**config.mk**
```make
export PLATFORM = sky130hd
export DESIGN_NAME = fetch_unit
export DESIGN_NICKNAME = d
export VERILOG_FILES = /design/src/rtl/fetch_unit.sv
export SDC_FILE = /design/constraint.sdc
export NUM_CORES = 1
export LEC_CHECK = 0
export ABC_AREA = 0
export BUFFER_PORTS_ARGS = -buffer_cell sky130_fd_sc_hd__buf_4
export CAP_MARGIN = 5
export CORE_MARGIN = 8
export CORE_UTILIZATION = 60
export DETAILED_ROUTE_END_ITERATION = 8
export HOLD_SLACK_MARGIN = 0.06
export PLACE_DENSITY = 0.85
export SYNTH_ARGS = -nofsm -noshare
export SYNTH_HDL_FRONTEND = slang
export SYNTH_SLANG_ARGS = --single-unit
```
**constraint.sdc**
```tcl
create_clock -name clk -period 9.6 [get_ports clk]
set_clock_uncertainty 0.1 [all_clocks]
set_input_delay 0.48 -clock clk [delete_from_list [all_inputs] [get_ports clk]]
set_output_delay 0.48 -clock clk [all_outputs]
set_load 0.01 [all_outputs]
```
**src/rtl/fetch_unit.sv**
```systemverilog
// Instruction fetch stage: owns the PC, issues in-order word fetches, buffers
// returned words and hands {instr, instr_pc} to the decoder; redirects flush.
module fetch_unit #(
  parameter logic [31:0] RESET_PC  = 32'h0100_0000,
  parameter int          BUF_DEPTH = 2
) (
  input  logic        clk,
  input  logic        reset,
  output logic        imem_req_valid,
  input  logic        imem_req_ready,
  output logic [31:0] imem_req_addr,
  input  logic        imem_rsp_valid,
  input  logic [31:0] imem_rsp_data,
  input  logic        redirect_valid,
  input  logic [31:0] redirect_pc,
  output logic        instr_valid,
  input  logic        instr_ready,
  output logic [31:0] instr,
  output logic [31:0] instr_pc
);

  localparam int PW = (BUF_DEPTH > 1) ? $clog2(BUF_DEPTH) : 1;
  localparam int CW = $clog2(BUF_DEPTH + 1);
  localparam logic [PW-1:0] P_ONE   = PW'(1);
  localparam logic [CW-1:0] C_ONE   = CW'(1);
  localparam logic [CW:0]   C_DEPTH = (CW+1)'(BUF_DEPTH);

  logic [31:0]   r_pc;
  logic [CW-1:0] r_outst, r_drop, r_cnt;
  logic [31:0]   r_fifo_pc   [BUF_DEPTH];
  logic [31:0]   r_fifo_word [BUF_DEPTH];
  logic [PW-1:0] r_rd, r_wr;
  logic [31:0]   r_rq_pc     [BUF_DEPTH];
  logic [PW-1:0] r_rq_rd, r_rq_wr;

  logic [CW:0]   w_inflight;
  logic          w_req_fire, w_push, w_pop;

  // Issue cap counts dropped-but-outstanding fetches too, so the FIFO can never overflow.
  assign w_inflight     = {1'b0, r_outst} + {1'b0, r_cnt};
  assign imem_req_valid = !reset && !redirect_valid && (w_inflight < C_DEPTH);
  assign imem_req_addr  = r_pc;
  assign w_req_fire     = imem_req_valid && imem_req_ready;

  assign w_push      = imem_rsp_valid && !redirect_valid && (r_drop == '0);
  assign instr_valid = (r_cnt != '0);
  assign w_pop       = instr_valid && instr_ready && !redirect_valid;
  assign instr       = instr_valid ? r_fifo_word[r_rd] : '0;
  assign instr_pc    = instr_valid ? r_fifo_pc[r_rd]   : '0;

  always_ff @(posedge clk) begin
    if (reset) begin
      r_pc    <= RESET_PC;
      r_outst <= '0;
      r_drop  <= '0;
      r_cnt   <= '0;
      r_rd    <= '0;
      r_wr    <= '0;
      r_rq_rd <= '0;
      r_rq_wr <= '0;
    end else begin
      r_outst <= r_outst + (w_req_fire ? C_ONE : '0) - (imem_rsp_valid ? C_ONE : '0);
      if (redirect_valid) begin
        // Everything still in flight after this edge belongs to the old path.
        r_pc    <= {redirect_pc[31:2], 2'b00};
        r_drop  <= r_outst - (imem_rsp_valid ? C_ONE : '0);
        r_cnt   <= '0;
        r_rd    <= '0;
        r_wr    <= '0;
        r_rq_rd <= '0;
        r_rq_wr <= '0;
      end else begin
        if (w_req_fire) begin
          r_pc    <= r_pc + 32'd4;
          r_rq_wr <= r_rq_wr + P_ONE;
        end
        if (imem_rsp_valid && (r_drop != '0))
          r_drop <= r_drop - C_ONE;
        if (w_push) begin
          r_wr    <= r_wr + P_ONE;
          r_rq_rd <= r_rq_rd + P_ONE;
        end
        if (w_pop)
          r_rd <= r_rd + P_ONE;
        r_cnt <= r_cnt + (w_push ? C_ONE : '0) - (w_pop ? C_ONE : '0);
      end
    end
  end

  always_ff @(posedge clk) begin
    if (w_req_fire)
      r_rq_pc[r_rq_wr] <= r_pc;
    if (w_push) begin
      r_fifo_pc[r_wr]   <= r_rq_pc[r_rq_rd];
      r_fifo_word[r_wr] <= imem_rsp_data;
    end
  end

endmodule

```
Word-level counts from Yosys, hierarchy flattened
Memory sizes are Yosys's and may differ from the RTL's. A register that Yosys moved wholly into a read port is not among the register bits.
Cells that the tools add are included.
Storage, ports and cells
  bits in registers: 42
  RAM bits: 192
  input bits: 70
  output and inout bits: 98
  word-level logic and storage cells: 61
  memories kept: 3
Cells by class
  add/subtract/negate cells: 12
  $lt $le $gt $ge: 1
  muxes and demuxes: 20
  reduce and logical (&&, ||, !) cells: 16
Memories
  r_fifo_pc: depth 2, width 32, read ports 1, clocked after memory_dff 1, write ports 1, line 30  | logic [31:0] r_fifo_pc [BUF_DEPTH];
  r_fifo_word: depth 2, width 32, read ports 1, clocked after memory_dff 1, write ports 1, line 31  | logic [31:0] r_fifo_word [BUF_DEPTH];
  r_rq_pc: depth 2, width 32, read ports 1, clocked after memory_dff 1, write ports 1, line 33  | logic [31:0] r_rq_pc [BUF_DEPTH];
Operators with widths (number)
  $mux 32: 4
  $add 32x3->32 const B: 1
  $mux 1: 14
  $logic_and 1x1->1: 8
  $reduce_bool 2->1: 4
  $add 1x1->1 const B: 4
  $add 2x1->2: 2
  $mux 2: 2
  $sub 2x1->2: 2
  $add 2x2->3: 1
  $lt 3x2->1 const B: 1
  $logic_not 1->1: 2
  $logic_not 2->1: 1
  $reduce_or 2->1: 1
  $sub 2x1->2 const B: 1
  $sub 2x2->2: 1

Logic depth before layout (Yosys ltp)
  depth after elaboration: 7
  depth in mapped cells: 12

Worst setup path before layout
OpenSTA, ideal clock, no wires.
  path type: input-to-reg
  from: input redirect_valid
  to: memory r_fifo_pc[0][10], enable pin
  setup time: 482 ps
  arrival: 3365 ps
  path slack: 5652 ps
  cell stages on the path: 3
  path buffers: 0
  cell sequence: clkinv_1 -> nand3_1 -> nor2_1
Between the ends
  word-level cells in the longest chain between the ends: 5
Ends and longest elaborated chain
  from (decl): line 14  | input logic redirect_valid,
  $logic_not 1->1: line 45  | assign w_push = imem_rsp_valid && !redirect_valid && (r_drop == '0);
  $logic_and 1x1->1 (2 in series): line 45
  $mux 1: line 93  | if (w_push) begin
  $mux 1 (implied by the code): line 94  | r_fifo_pc[r_wr] <= r_rq_pc[r_rq_rd];
  to (decl): line 30
Every way passes these cells.

Worst setup path in the final report
  from: register r_cnt[0]
  to: register r_outst[1]
Between the ends
  word-level cells in the longest chain between the ends: 7
Ends and longest elaborated chain
  from (decl): line 29  | logic [CW-1:0] r_outst, r_drop, r_cnt;
  from (signal assigned): line 85  | r_cnt <= r_cnt + (w_push ? C_ONE : '0) - (w_pop ? C_ONE : '0);
  $add 2x2->3: line 40  | assign w_inflight = {1'b0, r_outst} + {1'b0, r_cnt};
  $lt 3x2->1: line 41  | assign imem_req_valid = !reset && !redirect_valid && (w_inflight < C_DEPTH);
  $logic_and 1x1->1: line 41
  $logic_and 1x1->1: line 43  | assign w_req_fire = imem_req_valid && imem_req_ready;
  $mux 1: line 62  | r_outst <= r_outst + (w_req_fire ? C_ONE : '0) - (imem_rsp_valid ? C_ONE : '0);
  $add 2x1->2: line 62
  $sub 2x2->2: line 62
  to (signal assigned): line 62
  to (decl): line 29
Every way passes these cells.
A chain may end at the register's enable or synchronous reset.

==> run_results.csv <==
group,metric,value,unit
timing,slew_viol_final,0,
synth,synth-edff-count,184,
placed_design,placed_area,10600,um^2
timing,fin_tns_setup,0,ps
placed_design,hpwl,12900,um
finish,finalInstanceArea,11500,um^2
detailed_routing,totalWireLength,20400,um
placed_design,gp_congestion,0.845,
grt,grt_pass1_wl,32000,um
grt,busiest_layer,"met2",
clock_network,clkLatencyLatePin,490,ps
detailed_routing,drt-initial-drc-count,439,
timing,setup_viol,0,
grt,grt_antenna_before_repair,0,
critical_path,r2r_slack,6480,ps
critical_path,cp-start-kind,"flip-flop",
detailed_routing,final_antenna_net_count,0,
grt,met1_usage,25.6,%
power_and_ir_drop,p_per_area,188,nW/um^2
synth,synth_seq_area_share,69.5,%
clock_network,cts.root.buffer_cell,"clkbuf_16",
synth,yosysWarnings,0,
clock_network,cts_tree,"built",
synth,ys_types,49,
clock_network,numCtsBuffers,23,
finish,final_cell_mix,"edfxtp_1 (184), buf_4 (169), nor2_1 (91), mux2i_1 (64), dfxtp_1 (41)",
critical_path,worst-setup-path-type,"flip-flop to flip-flop",
synth,ys_ff_latch,226,
detailed_routing,avgRoutedWirePerCell,19.7,um
floorplan,die_h,140,um
run_status,outcome,"completed",
flow_run,cap_viol_max_count,0,
critical_path,path_buf_inv,2,
synth,synthCells,641,
worst_hold_path,holdPathEnd,"r_fifo_word[0][18]$_DFFE_PP_",
finish,fin_util,76.8,%
detailed_routing,detail_route.vias_per_cell,5.71,
grt,grt_pass1_vias,6195,
grt,grt_max_degree,63,
detailed_routing,vias,5903,
placed_design,dp_cells,968,
critical_path,crit_fanout,12,
floorplan,die_w,140,um
floorplan,io_pins,168,
critical_path,slowest_delay,480,ps
critical_path,r2r-end,"r_outst[1]$_SDFF_PP0_",
clock_network,clockBufferDepth,3,
floorplan,floorplan.initialDensity,60.9,%
critical_path,crit_family,"adder cells",
finish,multiInputGateArea,2650,um^2
floorplan,num_rows,45,
grt,met2_usage,33.4,%
grt,grt_util_all_layers,20.4,%
finish,layoutNonFillerInstCount,1034,
floorplan,core,15000,um^2
critical_path,cp.required,9870,ps
worst_hold_path,hold-path-cell-count,1,
synth,async_flop_share,0,%
timing,rsz0062_at_grt,"false",
finish,layout-area-overhead-vs-synth,26.1,%
clock_network,post-cts-setup-buffers,0,
finish,layout-drive-gt1-share,29.1,%
grt,grt-ovfl-total,0,
detailed_routing,dr.pass1.iters,5,
timing,period_needed,3120,ps
finish,regArea,6370,um^2
synth,syn_area_per_cell,14.3,um^2
critical_path,critPathArrivalTime,3390,ps
clock_network,clk_pin_slew,60,ps
critical_path,rr_worst_depth,11,
critical_path,crit_chain,"and2_1, fa_1, or3b_4, nor2_2, inv_1, ha_1, inv_1, ha_1, xor2_1, xnor2_1, nor2_1",
floorplan,dieArea,19500,um^2
timing,timing.fmax,320,MHz
finish,n_fill_cell,863,
timing,max-slew-margin-rel,25.2,%
timing,finalCritPeriodShare,32.5,%
clock_network,htreeDepth,1,
detailed_routing,drc,0,
placed_design,port_buffers,161,
timing,worstMarginPinSlew,1120,ps
power_and_ir_drop,vdd_drop_max,138,uV
finish,mostFrequentLayoutCell,"edfxtp_1",
grt,grt.met3_usage,5.23,%
synth,synthFlopType,"edfxtp_1",
critical_path,crit_start,"r_cnt[0]$_SDFF_PP0_",
timing,hold_viol,0,
synth,syn_area,9150,um^2
finish,nets,908,
critical_path,cpMaxStageDelayCell,"or3b_4",
clock_network,cts.sinks,226,
critical_path,rr_startpoint,"r_cnt[0]$_SDFF_PP0_",
critical_path,end_kind,"flip-flop",
worst_hold_path,min_from,"imem_rsp_data[18]",
finish,diodes,0,
worst_hold_path,hold_class,"input pin to flip-flop",
power_and_ir_drop,p_leak,4.18,nW
## synth_stat cells, drive strengths merged (2+ instances only)
master	instances	area, um^2
xor2	13	114
inv	8	30.0
dfxtp	42	841
xnor2	18	158
o211ai	4	30.0
and4	7	61.3
edfxtp	184	5530
a2bb2oi	2	17.5
nand4	15	100
mux2	31	349
buf	7	42.5
nor4	5	46.3
a21oi	11	55.1
nor2	96	363
nor4b	2	23.8
a211oi	11	82.6
nand2b	2	12.5
nor3	4	20.0
o22ai	4	25.0
clkbuf	26	98.8
ha	7	87.6
nand2	26	97.6
o21ai	4	20.0
mux2i	64	641
or3	3	18.8
and2	10	62.6
and3	6	37.5
a31oi	7	43.8
nand3	10	50.1
## worst reg2reg max path, cell delays in order, from the launching register on
cell and delay (ps):
dfxtp_1 410, and2_1 170, fa_1 460, or3b_4 480, nor2_2 200, inv_1 240
ha_1 360, inv_1 40, ha_1 180, xor2_1 180, xnor2_1 140, nor2_1 50
## cell type report
class,count,area share [%]
Sequential cell,226,55.2
Multi-Input combinational cell,376,22.9
Inverter,9,0.293
Tap cell,188,2.04
Timing Repair Buffer,194,13.2
Clock inverter,13,1.06
Clock buffer,28,5.32
## logic make-up after synthesis
kind of cell / synth area share (%)
adder cells (fa/ha/maj): 1.18
multiplexers: 10.8
XOR/XNOR: 2.97
other: 0.0410
flip-flops: 69.5
AO/OA/AOI/OAI: 3.35
buffers and inverters: 1.91
AND/OR/NAND/NOR: 10.2
## how the worst max path moves through the flow
| stage | to | slack (ps) | cells after the start |
|---|---|---|---|
| after floorplan | r_fifo_pc[0][10]$_DFFE_PP_ | 5650 | 3 |
| after global placement | r_outst[1]$_SDFF_PP0_ | 6590 | 11 |
| after detailed placement | r_outst[1]$_SDFF_PP0_ | 6540 | 11 |
| after CTS | r_outst[1]$_SDFF_PP0_ | 6500 | 11 |
| after global routing | r_outst[1]$_SDFF_PP0_ | 6270 | 11 |
| final | r_outst[1]$_SDFF_PP0_ | 6480 | 11 |
## through the flow
stage	total power (W)	setup WS, ps	hold slack, ps
after floorplan	0.00124	5650	372
after global placement	0.00131	6590	386
after detailed placement	0.00132	6540	396
after CTS	0.00218	6500	60.5
after global routing	0.00224	6270	60.3
final	0.00217	6480	76.4
## metal layers
metal	vias up	wire (um)
met2	278	9830
li1	2742	-
met1	2839	8370
met3	44	1700
met5	-	0
met4	0	520
## power breakdown
part / total, W / internal [W] / switching (W)
clock: 0.000858 / 0.000510 / 0.000348
combinational: 0.000178 / 0.0000869 / 0.0000914
sequential: 0.00113 / 0.00110 / 0.0000305
total: 0.00217 / 0.00170 / 0.000470
## state kept, by name, summed over array words and instances, names as in the netlist, named ones only
signal,count
r_fifo_word,64
r_fifo_pc,60
r_rq_pc,60
imem_req_addr,30
r_cnt,2
r_drop,2
r_outst,2
r_rd,1
r_rq_rd,1
r_rq_wr,1
r_wr,1
## what timing repair did
action,in CTS,in global routing
hold buffers,20,5
hold endpoints to repair,38,10
resized for setup,0,0
No activity file was read; power rests on OpenSTA's default activity.
